===== config.mk =====
export PLATFORM = sky130hd
export DESIGN_NAME = pixel_tx_flat
export DESIGN_NICKNAME = d
export VERILOG_FILES = /design/src/rtl/pixel_tx_if.sv /design/src/rtl/pixel_tx.sv /design/src/flat_wrapper.sv
export SDC_FILE = /design/constraint.sdc
export NUM_CORES = 1
export LEC_CHECK = 0
export ABC_CLOCK_PERIOD_IN_PS = 4900
export CORE_UTILIZATION = 30
export CTS_BUF_LIST = sky130_fd_sc_hd__clkbuf_2
export DETAILED_ROUTE_END_ITERATION = 10
export GPL_TIMING_DRIVEN = 0
export PLACE_DENSITY = 0.51
export SLEW_MARGIN = 0
export SYNTH_ARGS = -nofsm -noshare
export SYNTH_HDL_FRONTEND = slang
export SYNTH_SLANG_ARGS = --single-unit

===== constraint.sdc =====
create_clock -name p_clk -period 4.9 [get_ports p_clk]
set_clock_uncertainty 0.05 [all_clocks]
set_input_delay 0.98 -clock p_clk [delete_from_list [all_inputs] [get_ports p_clk]]
set_output_delay 0.98 -clock p_clk [all_outputs]
set_load 0.05 [all_outputs]

===== src/rtl/pixel_tx_if.sv =====
// Pixel input handshake plus serialised byte/sync outputs of pixel_tx.
interface pixel_tx_if #(
    parameter int PixelBitWidth = 16
);
    logic [PixelBitWidth-1:0] i_data;
    logic                     i_valid;
    logic                     o_ready;
    logic [7:0]               o_data;
    logic                     o_h_sync;
    logic                     o_v_sync;
    logic                     o_underrun;

    modport master (output i_data, i_valid,
                    input  o_ready, o_data, o_h_sync, o_v_sync, o_underrun);
    modport slave  (input  i_data, i_valid,
                    output o_ready, o_data, o_h_sync, o_v_sync, o_underrun);
endinterface


===== src/rtl/pixel_tx.sv =====
// Serialises pixel words into a byte stream framed by v_sync / h_sync.
// Optional sticky underrun flag: define PIXEL_TX_UNDERRUN_EN.
module pixel_tx #(
    parameter int PixelBitWidth = 16,
    parameter int PixelsPerLine = 640,
    parameter int LinesPerFrame = 480,
    parameter int BlankCycles   = 16,
    parameter int VSyncCycles   = 8
) (
    input  logic       p_clk,
    input  logic       RST,
    pixel_tx_if.slave  bus
);
    localparam int B      = PixelBitWidth / 8;
    localparam int PIX_W  = $clog2(PixelsPerLine + 1);
    localparam int LINE_W = $clog2(LinesPerFrame + 1);
    localparam int CNT_W  = $clog2((VSyncCycles > BlankCycles ? VSyncCycles : BlankCycles) + 1);
    localparam int BYTE_W = $clog2(B + 1);

    localparam logic [BYTE_W-1:0] BYTE_LAST  = BYTE_W'(B - 1);
    localparam logic [PIX_W-1:0]  PIX_LAST   = PIX_W'(PixelsPerLine - 1);
    localparam logic [LINE_W-1:0] LINE_ALL   = LINE_W'(LinesPerFrame);
    localparam logic [CNT_W-1:0]  VSYNC_LAST = CNT_W'(VSyncCycles - 1);
    localparam logic [CNT_W-1:0]  BLANK_LAST = CNT_W'(BlankCycles - 1);

    localparam logic [1:0] S_IDLE   = 2'd0;
    localparam logic [1:0] S_VSYNC  = 2'd1;
    localparam logic [1:0] S_ACTIVE = 2'd2;
    localparam logic [1:0] S_BLANK  = 2'd3;

    logic [1:0]               state_q, state_d;
    logic [CNT_W-1:0]         cnt_q, cnt_d;
    logic [BYTE_W-1:0]        byte_q, byte_d;
    logic [PIX_W-1:0]         pix_q, pix_d;
    logic [LINE_W-1:0]        line_q, line_d;
    logic [PixelBitWidth-1:0] buf_q, buf_d;
    logic                     buf_full_q, buf_full_d;
    logic [PixelBitWidth-1:0] sh_q, sh_d;
    logic [7:0]               o_data_q, o_data_d;
    logic                     o_h_sync_q, o_h_sync_d;
    logic                     o_v_sync_q, o_v_sync_d;
    logic                     slot_start, shift_byte, consume, ready, accept;

    always_comb begin
        state_d    = state_q;
        cnt_d      = cnt_q;
        byte_d     = byte_q;
        pix_d      = pix_q;
        line_d     = line_q;
        slot_start = 1'b0;
        shift_byte = 1'b0;
        case (state_q)
            S_IDLE: begin
                if (buf_full_q) begin
                    state_d = S_VSYNC;
                    cnt_d   = '0;
                end
            end
            S_VSYNC: begin
                if (cnt_q == VSYNC_LAST) begin
                    state_d    = S_ACTIVE;
                    slot_start = 1'b1;
                    byte_d     = '0;
                    pix_d      = '0;
                end else begin
                    cnt_d = cnt_q + CNT_W'(1);
                end
            end
            S_ACTIVE: begin
                if (byte_q != BYTE_LAST) begin
                    byte_d     = byte_q + BYTE_W'(1);
                    shift_byte = 1'b1;
                end else if (pix_q == PIX_LAST) begin
                    state_d = S_BLANK;
                    cnt_d   = '0;
                    pix_d   = '0;
                    line_d  = line_q + LINE_W'(1);
                end else begin
                    slot_start = 1'b1;
                    byte_d     = '0;
                    pix_d      = pix_q + PIX_W'(1);
                end
            end
            default: begin
                if (cnt_q != BLANK_LAST) begin
                    cnt_d = cnt_q + CNT_W'(1);
                end else if (line_q == LINE_ALL) begin
                    state_d = S_IDLE;
                    line_d  = '0;
                end else begin
                    state_d    = S_ACTIVE;
                    slot_start = 1'b1;
                    byte_d     = '0;
                    pix_d      = '0;
                end
            end
        endcase

        // The buffer drains only into a slot start, which frees it for a new word on the same edge.
        consume    = slot_start & buf_full_q;
        ready      = ~buf_full_q | consume;
        accept     = bus.i_valid & ready;
        buf_d      = accept ? bus.i_data : buf_q;
        buf_full_d = accept | (buf_full_q & ~consume);

        sh_d     = sh_q;
        o_data_d = 8'h00;
        if (slot_start) begin
            sh_d     = consume ? (buf_q >> 8) : '0;
            o_data_d = consume ? buf_q[7:0] : 8'h00;
        end else if (shift_byte) begin
            sh_d     = sh_q >> 8;
            o_data_d = sh_q[7:0];
        end
        o_h_sync_d = (state_d == S_ACTIVE);
        o_v_sync_d = (state_d == S_VSYNC);
    end

    always_ff @(posedge p_clk or posedge RST) begin
        if (RST) begin
            state_q    <= S_IDLE;
            cnt_q      <= '0;
            byte_q     <= '0;
            pix_q      <= '0;
            line_q     <= '0;
            buf_q      <= '0;
            buf_full_q <= 1'b0;
            sh_q       <= '0;
            o_data_q   <= 8'h00;
            o_h_sync_q <= 1'b0;
            o_v_sync_q <= 1'b0;
        end else begin
            state_q    <= state_d;
            cnt_q      <= cnt_d;
            byte_q     <= byte_d;
            pix_q      <= pix_d;
            line_q     <= line_d;
            buf_q      <= buf_d;
            buf_full_q <= buf_full_d;
            sh_q       <= sh_d;
            o_data_q   <= o_data_d;
            o_h_sync_q <= o_h_sync_d;
            o_v_sync_q <= o_v_sync_d;
        end
    end

    assign bus.o_ready  = ready;
    assign bus.o_data   = o_data_q;
    assign bus.o_h_sync = o_h_sync_q;
    assign bus.o_v_sync = o_v_sync_q;

`ifdef PIXEL_TX_UNDERRUN_EN
    logic underrun_q, underrun_d;

    always_comb underrun_d = underrun_q | (slot_start & ~buf_full_q);

    always_ff @(posedge p_clk or posedge RST) begin
        if (RST) underrun_q <= 1'b0;
        else     underrun_q <= underrun_d;
    end

    assign bus.o_underrun = underrun_q;
`else
    assign bus.o_underrun = 1'b0;
`endif
endmodule

===== src/flat_wrapper.sv =====
// flat-port wrapper written by rule: the top's interface ports become plain ports
module pixel_tx_flat 
#(
    parameter int PixelBitWidth = 16,
    parameter int PixelsPerLine = 640,
    parameter int LinesPerFrame = 480,
    parameter int BlankCycles   = 16,
    parameter int VSyncCycles   = 8
)
  (p_clk, RST, bus_i_data, bus_i_valid, bus_o_ready, bus_o_data, bus_o_h_sync, bus_o_v_sync, bus_o_underrun);
  pixel_tx_if #(.PixelBitWidth(PixelBitWidth)) bus_i ();
  input  logic p_clk;
  input  logic RST;
  input wire logic [$bits(bus_i.i_data)-1:0] bus_i_data;
  input wire logic [$bits(bus_i.i_valid)-1:0] bus_i_valid;
  output wire logic [$bits(bus_i.o_ready)-1:0] bus_o_ready;
  output wire logic [$bits(bus_i.o_data)-1:0] bus_o_data;
  output wire logic [$bits(bus_i.o_h_sync)-1:0] bus_o_h_sync;
  output wire logic [$bits(bus_i.o_v_sync)-1:0] bus_o_v_sync;
  output wire logic [$bits(bus_i.o_underrun)-1:0] bus_o_underrun;
  assign bus_i.i_data = bus_i_data;
  assign bus_i.i_valid = bus_i_valid;
  assign bus_o_ready = bus_i.o_ready;
  assign bus_o_data = bus_i.o_data;
  assign bus_o_h_sync = bus_i.o_h_sync;
  assign bus_o_v_sync = bus_i.o_v_sync;
  assign bus_o_underrun = bus_i.o_underrun;
  pixel_tx #(.PixelBitWidth(PixelBitWidth), .PixelsPerLine(PixelsPerLine), .LinesPerFrame(LinesPerFrame), .BlankCycles(BlankCycles), .VSyncCycles(VSyncCycles)) u_core (.p_clk(p_clk), .RST(RST), .bus(bus_i));
endmodule

==> impl_metrics.yaml <==
sta:
  finalMaxSlewViolations: 0
  clock.fmax_ghz: 0.230
  grt_setup_unrepaired: "no"
  period_needed_ns: 4.35
  fin_tns_setup_ns: 0
  hold_violations: 0
  relSlewSlack_pct: 54.8
  finalSetupViolCount: 0
  period_share_pct: 88.8
  tightest_slew_ns: 0.669
synthesis:
  synth_compound_area_share_pct: 15.2
  ys_async_sr_fraction_pct: 100
  post_synth_mux_area_share_pct: 7.95
  synthXorXnorAreaFrac_pct: 0.285
  ys_ff_latch: 63
  synthCells: 295
  synthAdderAreaFrac_pct: 3.67
  synth_top_flop_cell: "dfrtp_1"
  synth.distinct_cells: 48
  netlist_area_um2: 3070
  synth_top_family_by_area: "simple AND/OR/NAND/NOR gates"
  ys.warnings.count: 0
  seq_area_frac_synth_pct: 51.4
  synth-edff-count: 0
  syn_area_per_cell_um2: 10.4
  synth-simple-area-share_pct: 18.0
  synth_nets: 323
layout:
  area_growth_pct: 19.2
  final_common_cell: "dfrtp_1"
  final_cell_mix: "dfrtp_1 (63), nand2_1 (34), o21ai_0 (34), clkdlybuf4s50_1 (29), nand3_1 (25)"
  drive_gt1_share_pct: 9.97
  insertedDiodeCount: 0
  fin_cells: 474
  nNetsFinal: 364
drt:
  vias: 2292
  wl_per_cell_um: 13.5
  dr.first_iter.drc_count: 131
  drtAntennaViolNets: 0
  via_per_inst: 4.84
  drcViolationCount: 0
  drtPass1Iterations: 4
  wl_um: 6390
cts:
  clkLatencyLatePin_ns: 0.49
  cts-root-buf: "clkbuf_2"
  cts_max_path_buffers: 2
  numCtsBuffers: 9
  cts_tree: "yes"
  path_clk_slew_ns: 0.17
  htreeDepth: 3
  cts_hold_buf: 0
  cts_resized: 0
  cts.sink_count: 63
  cts_setup_buffers: 0
pwr:
  p_per_area_nw_per_um2: 268
  leakage_nw: 1.49
  ir_worst_vdd_mv: 0.0941
critical_path:
  cp.arrival_ns: 3.32
  crit_path_end_kind: "output pin"
  worst_path_dominant_cell_family: "buffers and inverters"
  path_buf_inv: 3
  crit_fanout: 9
  cp_slowest_cell: "clkdlybuf4s50_1"
  startpoint: "u_core.state_q[0]"
  crit-reg2reg-launch: "u_core.state_q[0]"
  path_cells: "inv_1 > ha_1 > clkbuf_1 > and3b_1 > o31a_1 > a2bb2oi_2 > nand2b_1 > clkdlybuf4s50_1"
  required_ns: 3.87
  startpoint_type: "flip-flop"
  slowest_delay_ns: 0.81
  critPathKind: "reg2out"
place:
  place.gp.congestion: 0.776
  hpwl_um: 4620
  port_buffers: 29
  place_inst: 458
floorplanning:
  io_pins: 31
  die_w_um: 103
  die_h_um: 103
  core-area_um2: 9860
  die_area_um2: 10600
  initial_core_util_pct: 31.1
  rows: 36
grt:
  gr-usage-met1_pct: 20.3
  grt_pass1_vias: 2240
  globalRoute.totalOverflow: 0
  grtUsageMet2_pct: 19.1
  globalRouteTotalUtil_pct: 13.9
  antenna_found_initial: 0
  grt_pass1_wl_um: 11100
  grt_max_degree: 40
  gr-usage-met3_pct: 5.49
  grt_busiest_layer: "met1"
job:
  max_cap_violations: 0
min_path:
  hp-start: "u_core.line_q[7]"
  hold_path_class: "reg2reg"
outcome:
  outcome: "finished clean"
-- area by class of cell --
class	instances	area, um^2
Fill cell	968	6210
Clock inverter	6	61.3
Multi-Input combinational cell	207	1390
Tap cell	133	166
Buffer	12	56.3
Inverter	13	48.8
Sequential cell	63	1580
Timing Repair Buffer	30	310
Clock buffer	10	50.0
-- registers in the layout, indices dropped and copies added, names as in the netlist --
signal,flops
u_core.bus.o_h_sync,1
u_core.sh_q,8
u_core.buf_q,16
u_core.state_q,2
u_core.line_q,9
u_core.bus.o_data,8
u_core.bus.o_v_sync,1
u_core.byte_q,2
u_core.cnt_q,5
u_core.buf_full_q,1
u_core.pix_q,10
-- cells in the mapped netlist, types with 2 or more instances --
master     number  area, um^2
nor3_1          4        20.0
o31ai_1         7        52.6
nand2b_1        5        31.3
mux2i_1         3        30.0
nor2b_1         5        31.3
nand4bb_1       2        22.5
dfrtp_1        63        1580
o211ai_1        4        30.0
a22o_1          2        17.5
clkbuf_1        9        33.8
nand3_1        25         125
a21oi_1         3        15.0
ha_1            9         113
nand2_1        34         128
and2_1          7        43.8
o21ai_0        34         170
mux2_1         10         113
inv_1          13        48.8
o41ai_1         4        35.0
nor2_1          9        33.8
mux2_2          9         101
nand4_1         3        18.8
o31a_1          3        26.3
a21o_1          2        15.0
or4_1           3        22.5
-- power breakdown --
part	total (mW)	internal, mW	switching (mW)
clock	0.313	0.118	0.195
sequential	0.564	0.550	0.0148
combinational	0.104	0.0440	0.0603
total	0.981	0.712	0.270
-- path summary, 6_finish.rpt --
check | cells past startpoint | slack (ns) | endpoint
min reg2reg | 1 | 0.45 | u_core.line_q[7]
max in group asynchronous | 3 | 3.43 | u_core.cnt_q[0]
max reg2reg | 8 | 2.15 | u_core.line_q[8]
max | 8 | 0.55 | bus_o_ready
min | 1 | 0.45 | u_core.line_q[7]
min in group asynchronous | 2 | 0.77 | u_core.buf_q[4]
-- kinds of logic (layout without fill, tap and decap cells) --
family | count (synthesis) | in the layout
mux | 22 | 22
xor+xnor | 1 | 1
buf+inv | 25 | 71
other cells | 1 | 1
simple gates | 105 | 105
compound gates | 69 | 69
fa+ha+maj | 9 | 9
flops | 63 | 63
-- metrics by stage --
step                setup WS [ns]  util (%)  power (mW)  area (um^2)  hold slack (ns)
finish                      0.549      37.1       0.981         3660            0.452
global route                0.210      37.1        1.04         3660            0.484
detailed placement           1.08      35.9       0.681         3540            0.431
CTS                         0.452      37.1        1.00         3660            0.462
global placement             1.07      35.7       0.678         3520            0.421
floorplan                    1.91         -       0.634         3070            0.399
-- worst reg2reg max path: stages (launching register included) --
cell       delay, ns
dfrtp_1         0.45
inv_1           0.14
ha_1            0.16
clkbuf_1        0.31
and3b_1         0.24
nor4b_2         0.54
o2111ai_2       0.29
o311ai_0        0.33
o41ai_1         0.14
-- per-layer routing --
metal	vias to the layer above	part of all wire, %
met5	-	0
met4	0	1.3
met3	6	4.1
met2	31	44
met1	1114	51
li1	1141	-
(Power assumes the default switching activity.)
